File: config.mk
export PLATFORM = sky130hd
export DESIGN_NAME = rand_interval_gen_flat
export DESIGN_NICKNAME = d
export VERILOG_FILES = /design/src/rtl/rand_interval_if.sv /design/src/rtl/rand_interval_gen.sv /design/src/flat_wrapper.sv
export SDC_FILE = /design/constraint.sdc
export NUM_CORES = 1
export LEC_CHECK = 0
export CAP_MARGIN = 20
export CORE_MARGIN = 2
export CORE_UTILIZATION = 25
export DETAILED_ROUTE_END_ITERATION = 12
export PLACE_DENSITY_LB_ADDON = 0.25
export SYNTH_ARGS = -nofsm -noshare
export SYNTH_HDL_FRONTEND = slang
export SYNTH_SLANG_ARGS = --single-unit
File: constraint.sdc
create_clock -name clk_edge -period 1.9 [get_ports clk_edge]
set_input_delay 0.38 -clock clk_edge [delete_from_list [all_inputs] [get_ports clk_edge]]
set_output_delay 0.38 -clock clk_edge [all_outputs]
set_load 0.01 [all_outputs]
File: src/rtl/rand_interval_if.sv
// rand_interval_if: valid/ready bundle carrying a 4-bit blink interval.
interface rand_interval_if;
    logic [3:0] interval_data;
    logic       interval_valid;
    logic       interval_ready;

    modport master (
        output interval_data,
        output interval_valid,
        input  interval_ready
    );

    modport slave (
        input  interval_data,
        input  interval_valid,
        output interval_ready
    );
endinterface

File: src/rtl/rand_interval_gen.sv
// rand_interval_gen: 16-bit LFSR filtered into a 2-entry interval FIFO.
// Optional LFSR_SEED_LOAD_EN adds seed_load/seed_in runtime reseeding.
module rand_interval_gen #(
    parameter logic [15:0] SEED         = 16'hACE1,
    parameter logic [3:0]  MIN_INTERVAL = 4'd1,
    parameter logic [3:0]  MAX_INTERVAL = 4'd15
) (
    input  logic        clk_edge,
    input  logic        rstbtn,
`ifdef LFSR_SEED_LOAD_EN
    input  logic        seed_load,
    input  logic [15:0] seed_in,
`endif
    rand_interval_if.master iv,
    output logic [7:0]  reject_cnt
);

    typedef enum logic {
        GEN,
        FULL
    } state_t;

    localparam logic [15:0] SEED_EFF =
        (SEED == 16'd0) ? 16'hACE1 : SEED;

    // Acceptance window folded into a lookup so the test is a single bit.
    function automatic logic [15:0] range_mask();
        logic [15:0] m;
        m = '0;
        for (int i = 0; i < 16; i++) begin
            m[i] = (i >= int'(MIN_INTERVAL)) &&
                   (i <= int'(MAX_INTERVAL));
        end
        return m;
    endfunction

    localparam logic [15:0] RANGE_MASK = range_mask();

    state_t      state;
    logic [15:0] lfsr;
    logic [3:0]  head;
    logic [3:0]  tail;
    logic [1:0]  cnt;
    logic        valid;

    logic [3:0]  cand;
    logic        feedback;
    logic        gen;
    logic        push;
    logic        pop;
    logic        reject;
    logic [3:0]  head_nxt;
    logic [3:0]  tail_nxt;
    logic [1:0]  cnt_nxt;

    assign cand     = lfsr[3:0];
    assign feedback = lfsr[15] ^ lfsr[13] ^ lfsr[12] ^ lfsr[10];
    assign gen      = (state == GEN);
    assign push     = gen && RANGE_MASK[cand];
    assign reject   = gen && !RANGE_MASK[cand];
    assign pop      = valid && iv.interval_ready;

    assign iv.interval_data  = head;
    assign iv.interval_valid = valid;

    // Head is kept in its own register so the output never moves
    // until a pop.
    always_comb begin
        head_nxt = head;
        tail_nxt = tail;
        cnt_nxt  = cnt;
        unique case (cnt)
            2'd0: begin
                if (push) begin
                    head_nxt = cand;
                    cnt_nxt  = 2'd1;
                end
            end
            2'd1: begin
                if (push && pop) begin
                    head_nxt = cand;
                end else if (push) begin
                    tail_nxt = cand;
                    cnt_nxt  = 2'd2;
                end else if (pop) begin
                    cnt_nxt  = 2'd0;
                end
            end
            2'd2: begin
                if (pop) begin
                    head_nxt = tail;
                    if (push) begin
                        tail_nxt = cand;
                    end else begin
                        cnt_nxt = 2'd1;
                    end
                end
            end
            default: begin
                cnt_nxt = 2'd0;
            end
        endcase
    end

    always_ff @(posedge clk_edge or posedge rstbtn) begin
        if (rstbtn) begin
            lfsr       <= SEED_EFF;
            head       <= '0;
            tail       <= '0;
            cnt        <= '0;
            valid      <= 1'b0;
            state      <= GEN;
            reject_cnt <= '0;
        end
`ifdef LFSR_SEED_LOAD_EN
        else if (seed_load) begin
            lfsr       <= (seed_in == 16'd0) ? 16'hACE1 : seed_in;
            cnt        <= '0;
            valid      <= 1'b0;
            state      <= GEN;
            reject_cnt <= '0;
        end
`endif
        else begin
            if (gen) begin
                lfsr <= {lfsr[14:0], feedback};
            end
            head  <= head_nxt;
            tail  <= tail_nxt;
            cnt   <= cnt_nxt;
            valid <= (cnt_nxt != 2'd0);
            state <= (cnt_nxt == 2'd2) ? FULL : GEN;
            if (reject && (reject_cnt != 8'hFF)) begin
                reject_cnt <= reject_cnt + 8'd1;
            end
        end
    end

endmodule

File: src/flat_wrapper.sv
// flat-port wrapper written by rule: the top's interface ports become plain ports
module rand_interval_gen_flat 
#(
    parameter logic [15:0] SEED         = 16'hACE1,
    parameter logic [3:0]  MIN_INTERVAL = 4'd1,
    parameter logic [3:0]  MAX_INTERVAL = 4'd15
)
  (clk_edge, rstbtn, reject_cnt, iv_interval_data, iv_interval_valid, iv_interval_ready);
  rand_interval_if iv_i ();
  input  logic clk_edge;
  input  logic rstbtn;
  output logic [7:0] reject_cnt;
  output wire logic [$bits(iv_i.interval_data)-1:0] iv_interval_data;
  output wire logic [$bits(iv_i.interval_valid)-1:0] iv_interval_valid;
  input wire logic [$bits(iv_i.interval_ready)-1:0] iv_interval_ready;
  assign iv_interval_data = iv_i.interval_data;
  assign iv_interval_valid = iv_i.interval_valid;
  assign iv_i.interval_ready = iv_interval_ready;
  rand_interval_gen #(.SEED(SEED), .MIN_INTERVAL(MIN_INTERVAL), .MAX_INTERVAL(MAX_INTERVAL)) u_core (.clk_edge(clk_edge), .rstbtn(rstbtn), .iv(iv_i), .reject_cnt(reject_cnt));
endmodule
==> results.env <==
LARGEST_CELLS_BY_AREA_AFTER_SYNTHESIS='sky130_fd_sc_hd__dfrtp_1 (43%), sky130_fd_sc_hd__mux2_2 (20%), sky130_fd_sc_hd__dfstp_2 (13%)'
CP_MAX_FO=6
FIRST_ITER_VIOLATIONS=36
SYNTHESIZED_INSTANCE_COUNT=122
REGISTER_SHARE_OF_TOTAL_POWER_PCT=49.9
SLEW_HEADROOM_PCT=70.01
GRT_OVERFLOW=0
CTS.SINK_COUNT=36
RUN_STATUS='complete, no violations'
ROUTE.DETAILED.VIAS_PER_INST=4.434
FIN_UTIL_PCT=32.30
REPORT.FINAL.SLEW_VIOL_COUNT=0
CRIT_TYPE='flop to flop'
DIEWIDTH_UM=84.38
DRC=0
RR_WORST_DEPTH=4
YS.FLOP_TYPE='sky130_fd_sc_hd__dfrtp_1'
YOSYS_REGISTER_BITS=36
PORT-BUFFER-COUNT=15
CLOCK-ROOT-BUFFER='sky130_fd_sc_hd__clkbuf_8'
RATIO_OF_CELLS_WITH_DRIVE_ABOVE_1_IN_THE_FINAL_LAYOUT_PCT=38.93
DRT_FIRST_PASS_ITERS=4
POST_CTS.REPAIR.SETUP_BUFFERS=0
REGTOREGSTARTPOINT='u_core.lfsr[0]$_DFFE_PP1N_'
VIAS=1002
SYN-NUM-NETS=126
CLOCK_TREE_FROM_TRITONCTS='built'
TRITONCTS.NUM_BUFFERS=5
CTS.CLK_SLEW.WORST_PATHS_NS=0.08
SYNTHDISTINCTLIBCELLS=29
HOLD_VIOL_FINAL=0
ROUTED_WL_UM=2807
INITIAL_CORE_UTIL_PCT=25.58
TOTAL_SWITCHING_POWER_uW=304.6
GRT_PASS1_WL_UM=5050
CRITICAL_PATH_REQUIRED_NS=2.07
PLACE.GP.CONGESTION=0.7197
MAX_CLOCK_FREQ_MHz=556.2
RSZ0062_AT_GRT='false'
SYNTH_TOP_CELL_BY_AREA='sky130_fd_sc_hd__dfrtp_1'
IR_DROP_uV=262.4
SWITCHING_POWER_AS_A_SHARE_OF_TOTAL_POWER_PCT=19.61
POST_PLACE_SETUP_SLACK_NS=-0.005577
CLOCK_PATH_BUFFERS=2
R2R_END='u_core.iv.interval_data[3]$_DFFE_PP0P_'
TOP_LEVEL_PORTS=16
MIN-DELAY-PATH-CLASS='input pin to asynchronous set/reset pin'
ENDPOINT_KIND='flop'
CLKLATENCYLATEPIN_NS=0.29
TIGHTESTPINTRANSITION_NS=0.4499
CRITICAL_PATH_ARRIVAL_NS=1.97
INTERNAL_POWER_uW=1249
GRT_ANTENNA_BEFORE_REPAIR=0
SYNTH-EDFF-COUNT=0
GROUTE.USAGE.OVERALL_PCT=8.977
TIMING.FINAL.CRIT_SHARE_PCT=94.63
DIE_AREA_UM2=7120
CHIPHEIGHT_UM=84.38
GRT_PASS1_VIAS=1060
POSTSYNTHAREAPERCELL_UM2=13.24
FIN_SKEW_NS=0.009390
CLOCK_POWER_SHARE_PCT=47.5
HTREE_LEVELS=2
TIMING.FINAL.SETUP_VIOLATIONS=0
SEQ_AREA_FRAC_SYNTH_PCT=56.39
GRT_START_MAX_NET_PINS=37
FIN_NETS=152
PWR_DENSITY_CELL_nW_PER_UM2=761.9
YS_WARN_COUNT=0
SETUP_WS_NS=0.1021
SYNTH.CELL_AREA_UM2=1615
POST-DP-HPWL_UM=1961
P_LEAK_uW=0.0008648
POWER_SHARE_OF_THE_COMBINATIONAL_GROUP_PCT=2.6
POST-SYNTH-TOP-AREA-FRACTION_PCT=43.38
DRV_CAP=0
RRSETUPSLACK_NS=0.10
LAYOUT_MIN_CYCLE_TIME_NS=1.798
SHARE_OF_SYNTHESIZED_REGISTERS_CARRYING_AN_ASYNC_SET_OR_RESET_PCT=100.0
AREA_GROWTH_SYN_TO_LAYOUT_PCT=26.26
ROUTE.ANTENNA.REMAINING_NETS=0
FP-ROW-COUNT=29
START_KIND='flop'
ROUTEDWLPERCELL_UM=12.42
SYNTH_COMMONEST_CELLS='sky130_fd_sc_hd__dfrtp_1 (28), sky130_fd_sc_hd__mux2_2 (28), sky130_fd_sc_hd__dfstp_2 (8)'
N_ANTENNA_CELL=0
CORE_AREA_UM2=6314
## critical path, stage by stage (launching register included)
cell and delay [ns]:
sky130_fd_sc_hd__dfstp_2 0.60, sky130_fd_sc_hd__nor4_2 0.08, sky130_fd_sc_hd__or3_1 0.40, sky130_fd_sc_hd__a21oi_4 0.24
sky130_fd_sc_hd__mux2_2 0.35
## metal layers
metal	vias up	track usage [%]	wire length, um
li1	489	-	-
met3	5	3.343	111
met1	496	10.57	1285
met4	0	3.463	43
met5	-	0	0
met2	12	14.94	1366
## cell type report
type,count,area (um^2)
multi-input combinational,81,695.7
clock inverter,1,30.03
fill,659,4274
timing repair buffer,22,202.7
sequential,36,910.9
tap,77,96.34
clock buffer,7,96.34
inverter,2,7.507
## logic make-up (layout without fill, tap and decap cells)
family,Yosys count,count (layout),synth area share (%)
buffers and inverters,5,32,1.394
flip-flops,36,36,56.39
AO/OA/AOI/OAI,16,16,7.359
AND/OR/NAND/NOR,27,27,9.373
adder cells (fa/ha/maj),1,1,0.7745
multiplexers,30,30,20.91
XOR/XNOR,7,7,3.796
## worst max-delay path by stage
stage,from,end
CTS,u_core.lfsr[0]$_DFFE_PP1N_,u_core.iv.interval_data[3]$_DFFE_PP0P_
finish,u_core.lfsr[0]$_DFFE_PP1N_,u_core.iv.interval_data[3]$_DFFE_PP0P_
detailed placement,iv_interval_ready,u_core.iv.interval_data[3]$_DFFE_PP0P_
global route,u_core.lfsr[0]$_DFFE_PP1N_,u_core.iv.interval_data[1]$_DFFE_PP0P_
floorplan,u_core.lfsr[3]$_DFFE_PP0N_,u_core.reject_cnt[5]$_DFFE_PP0P_
global placement,iv_interval_ready,u_core.iv.interval_data[1]$_DFFE_PP0P_
## state kept, by name, indices dropped and copies added, names as in the netlist
register                  cells
u_core.reject_cnt             8
u_core.iv.interval_data       4
u_core.iv.interval_valid      1
u_core.cnt                    2
u_core.tail                   4
u_core.state                  1
u_core.lfsr                  16
## metrics by stage
stage	power (uW)	instances	cell area [um^2]	TNS, ns	hold slack [ns]
final	1554	226	2039	0	0.4778
after global routing	1630	226	2039	0	0.5278
after CTS	1582	226	2026	0	0.4991
after detailed placement	831.1	218	1899	-0.008794	0.4911
after global placement	829.7	218	1899	0	0.4837
after floorplan	811.5	122	1615	0	0.4750
## power by group through the flow
| stage | Sequential [uW] | Combinational [uW] | Clock [uW] |
|---|---|---|---|
| floorplan | 790 | 21.9 | 0 |
| global placement | 790 | 40.1 | 0 |
| detailed placement | 790 | 41.3 | 0 |
| CTS | 775 | 41.3 | 765 |
| global route | 776 | 46.5 | 808 |
| finish | 776 | 40.2 | 738 |
## layout by cell type (no fill, tap or decap), drive strengths merged, types with 2 or more instances in the layout
cell type	Yosys	routed
mux2	30	30
dfrtp	28	28
clkdlybuf4s50	0	15
dfstp	8	8
clkbuf	0	7
buf	3	7
nand2	6	6
xnor2	6	6
nand3	5	5
o21ai	5	5
nor2	5	5
a21oi	5	5
inv	2	2
nor3	2	2
o21a	2	2
nor4	2	2
## timing repair
| action | 4_1_cts | 5_1_grt |
|---|---|---|
| hold buffers | 0 | 0 |
| setup endpoints to repair | 0 | 4 |
| gates resized for setup | 0 | 2 |
Power figures use the tool's default switching activity.
